`config.mk`:
```
export PLATFORM = sky130hd
export DESIGN_NAME = prog_loader
export DESIGN_NICKNAME = d
export VERILOG_FILES = /design/src/rtl/prog_loader.sv
export SDC_FILE = /design/constraint.sdc
export NUM_CORES = 1
export LEC_CHECK = 0
export BUFFER_PORTS_ARGS = -buffer_cell sky130_fd_sc_hd__buf_2
export CAP_MARGIN = 20
export CORE_MARGIN = 5
export CORE_UTILIZATION = 30
export CTS_CLUSTER_DIAMETER = 40
export DETAILED_ROUTE_END_ITERATION = 16
export HOLD_SLACK_MARGIN = 0.02
export PLACE_DENSITY = 0.54
export SLEW_MARGIN = 10
export SYNTH_ARGS = -nofsm -noshare
export SYNTH_HDL_FRONTEND = slang
export SYNTH_SLANG_ARGS = --single-unit
```
`constraint.sdc`:
```
create_clock -name clk -period 3.4 [get_ports clk]
set_input_delay 0 -clock clk [delete_from_list [all_inputs] [get_ports clk]]
set_output_delay 0 -clock clk [all_outputs]
set_load 0.02 [all_outputs]
```
`src/rtl/prog_loader.sv`:
```
// Length-prefixed byte-stream loader: assembles big-endian 32-bit words and
// writes them from address 0 into instruction memory, holding the CPU until done.
module prog_loader #(
  parameter int ADDR_W = 10
) (
  input  logic              clk,
  input  logic              rst,
  input  logic              start,
  input  logic [7:0]        in_data,
  input  logic              in_valid,
  output logic              in_ready,
  output logic              mem_we,
  output logic [ADDR_W-1:0] mem_addr,
  output logic [31:0]       mem_wdata,
  output logic              cpu_hold,
  output logic              done,
  output logic              err
);

  typedef enum logic [2:0] {S_LEN_HI, S_LEN_LO, S_DATA, S_DONE, S_ERR} state_t;

  localparam logic [16:0] CAP = 17'd1 << ADDR_W;

  state_t            state, state_n;
  logic [15:0]       len;
  logic [23:0]       asm_q;
  logic [1:0]        byte_cnt;
  logic [ADDR_W:0]   word_cnt;
  logic [15:0]       len_n;
  logic              hs, word_fire, restart;

  // Status and flow control decode straight from the state register.
  assign in_ready = (state == S_LEN_HI) || (state == S_LEN_LO) || (state == S_DATA);
  assign done     = (state == S_DONE);
  assign err      = (state == S_ERR);
  assign cpu_hold = (state != S_DONE);

  always_comb begin
    state_n   = state;
    hs        = in_valid && in_ready;
    word_fire = 1'b0;
    restart   = 1'b0;
    len_n     = {len[15:8], in_data};
    case (state)
      S_LEN_HI: if (hs) state_n = S_LEN_LO;
      S_LEN_LO: if (hs) begin
        if (len_n == 16'd0)             state_n = S_DONE;
        else if (17'(len_n) > CAP)      state_n = S_ERR;
        else                            state_n = S_DATA;
      end
      S_DATA: begin
        word_fire = hs && (byte_cnt == 2'd3);
        // word_cnt has already advanced past the word being written this cycle
        if (mem_we && (17'(word_cnt) == 17'(len))) state_n = S_DONE;
      end
      S_DONE, S_ERR: if (start) begin
        restart = 1'b1;
        state_n = S_LEN_HI;
      end
      default: state_n = S_LEN_HI;
    endcase
  end

  always_ff @(posedge clk) begin
    if (rst) begin
      state     <= S_LEN_HI;
      len       <= '0;
      asm_q     <= '0;
      byte_cnt  <= '0;
      word_cnt  <= '0;
      mem_we    <= 1'b0;
      mem_addr  <= '0;
      mem_wdata <= '0;
    end else begin
      state  <= state_n;
      mem_we <= word_fire;
      if (hs && state == S_LEN_HI) len[15:8] <= in_data;
      if (hs && state == S_LEN_LO) len[7:0]  <= in_data;
      if (hs && state == S_DATA) begin
        asm_q    <= {asm_q[15:0], in_data};
        byte_cnt <= byte_cnt + 2'd1;
      end
      if (word_fire) begin
        mem_addr  <= word_cnt[ADDR_W-1:0];
        mem_wdata <= {asm_q, in_data};
        word_cnt  <= word_cnt + 1'b1;
      end
      if (restart) begin
        byte_cnt <= '0;
        word_cnt <= '0;
      end
    end
  end

endmodule

```
==> flow_summary.json <==
{
  "status": "complete, no violations",
  "die_h_um": 123.2,
  "syn_area_sq_um": 3847,
  "worst_slack_ns": 1.332,
  "rsz0062_at_grt": "false",
  "maxSlewHeadroom_pct": 46.50,
  "critPathCaptureType": "flip-flop",
  "overflow": 0,
  "irDropWorstVdd_mv": 0.2171,
  "ys.flop_type": "dfxtp_1",
  "grt_pass1_vias": 3106,
  "start_util_pct": 30.49,
  "hold_viol": 0,
  "drt_iter0_drc": 177,
  "cts_max_path_buffers": 2,
  "clockRootBuffer": "clkbuf_16",
  "synth_cell_types": 35,
  "layout-area-overhead-vs-synth_pct": 19.77,
  "grt_util_all_layers_pct": 13.14,
  "cp_max_fo": 28,
  "cts_tree": "yes",
  "nets": 544,
  "final.setup_skew_ns": 0.007176,
  "antenna_found_initial": 0,
  "multi_input_area_sq_um": 1698,
  "grt_max_degree": 60,
  "viasPerCell": 4.580,
  "cp_slowest_stage_delay_ns": 0.55,
  "drt_wl_total_um": 9446,
  "vias": 3238,
  "place_ws_ns": 1.363,
  "period_needed_ns": 2.068,
  "grt_first_pass_wirelength_um": 15770,
  "synth_cells": 482,
  "ys_top_cells_by_area": "dfxtp_1 52%, nand2_1 17%, a21oi_1 11%",
  "first_pass_iters": 4,
  "place.gp.congestion": 0.7839,
  "fin_tns_setup_ns": 0,
  "arrival_ns": 2.33,
  "startpoint_type": "flip-flop",
  "cp.required_ns": 3.66,
  "syn-num-nets": 496,
  "cpMostUsedCell": "nand2_1",
  "path_class": "reg2reg",
  "synth_top_area_cell": "dfxtp_1",
  "post-route-period-util_pct": 60.82,
  "dp_hpwl_um": 6446,
  "drt-wirelength-per-cell_um": 13.36,
  "drive_above_1_share_pct": 16.45,
  "fill_cells": 1380,
  "io_pins": 59,
  "yosysTopAreaCellShare_pct": 51.51,
  "worst_slew_pin_slew_ns": 0.7964,
  "max_freq_mhz": 483.6,
  "power_density_nw_per_um2": 501.0,
  "rows": 41,
  "maxSlewViolCount": 0,
  "leakagePower_nw": 1.662,
  "synth-seq-area-share_pct": 51.51,
  "hold_ws_ns": 0.1439,
  "cts.reportedPaths.clkPinSlew_ns": 0.07,
  "finish.instance_area_sq_um": 4608,
  "die_w_um": 123.2,
  "cts.sinks": 99,
  "cts_inserted_buffers": 9,
  "setup_viol": 0,
  "dieArea_sq_um": 15190,
  "placed_area_sq_um": 4230,
  "regArea_sq_um": 1982,
  "synth_common_cells": "175 x nand2_1, 99 x dfxtp_1, 86 x a21oi_1",
  "antenna_left": 0,
  "io_buffers": 58,
  "cts_htree_levels": 3,
  "synth_most_common_cell": "nand2_1",
  "yosysWarnings": 0,
  "crit_slowest_cell": "dfxtp_1",
  "insertedDiodeCount": 0,
  "async_reset_ff_share_pct": 0,
  "crit_chain": "and4bb_2, nand2_1, buf_4, nand2_1, a21oi_1",
  "ys_ff_latch": 99,
  "syn_avg_cell_area_sq_um": 7.982,
  "synth-edff-count": 0,
  "hold_class": "in2reg",
  "drv_cap": 0,
  "core_area_sq_um": 12620,
  "clkLatencyLatePin_ns": 0.34,
  "drcViolationCount": 0
}
## worst max-delay path: cells and delay by family, from the launching register on
kind,cells,cell delay [ns]
flip-flops,1,0.55
AND/OR/NAND/NOR,3,0.86
AO/OA/AOI/OAI,1,0.15
buffers and inverters,1,0.42
## what timing repair did
action	in CTS	in global routing
endpoints found under the hold margin	33	0
setup buffers	0	0
hold buffers	9	0
resized for setup	0	0
## per-stage QoR
step	std cells	utilization, %	total power [mW]
finish	707	36.52	2.309
global placement	682	33.52	1.351
CTS	707	36.52	2.337
global route	707	36.52	2.409
floorplan	482	-	1.315
detailed placement	682	33.52	1.353
## cells in the final DEF, fill, tap and decap left out, types with 5 or more instances in the layout
cell type / count
nand2_1: 175
dfxtp_1: 99
a21oi_1: 86
buf_2: 58
xnor2_1: 18
nor2_1: 16
clkbuf_16: 9
dlygate4sd3_1: 9
nand3_1: 7
nor3_1: 6
nand4_1: 5
nor4_1: 5
buf_4: 5
## per-layer routing
metal  up-vias  global-route usage, %  wire [um]
met5         -                      0          0
met4         0                  4.014        146
met3        12                  3.751        392
met2        49                  21.20       4471
met1      1498                  17.05       4435
li1       1679                      -          -
## area by class of cell
class                   count  share of cell area [%]
clock buffers              10                   5.186
well taps                 172                   4.670
repair buffers             72                   9.069
clock inverters             6                   1.059
multi-input cells         346                   36.84
flip-flops and latches     99                   43.01
inverters                   2                  0.1629
## flip-flops by register name (all words and copies together) (netlist names)
name / count
byte_cnt: 2
asm_q: 24
mem_addr: 10
len: 16
state: 3
mem_we: 1
mem_wdata: 32
word_cnt: 11
## final timing paths
check,start,endpoint,slack (ns),depth (start not counted)
max,state[0],mem_wdata[25],1.33,5
min,rst,len[14],0.14,2
max reg2reg,state[0],mem_wdata[25],1.33,5
min reg2reg,mem_wdata[7],mem_wdata[7],0.46,2
## kinds of logic after synthesis
group | count (synthesis) | synth area share [%]
adders and majority gates | 2 | 0.6503
AOI/OAI and AO/OA | 94 | 13.04
xor gates and xnor gates | 22 | 5.398
buffers and inverters | 37 | 4.357
and+or+nand+nor | 228 | 25.04
DFF | 99 | 51.51
## where the power goes
part	total (mW)	internal [mW]	switching [mW]
Clock	0.975	0.524	0.451
Combinational	0.135	0.0516	0.0829
Sequential	1.20	1.18	0.0209
Note: power is estimated with default switching activity, not from simulation.
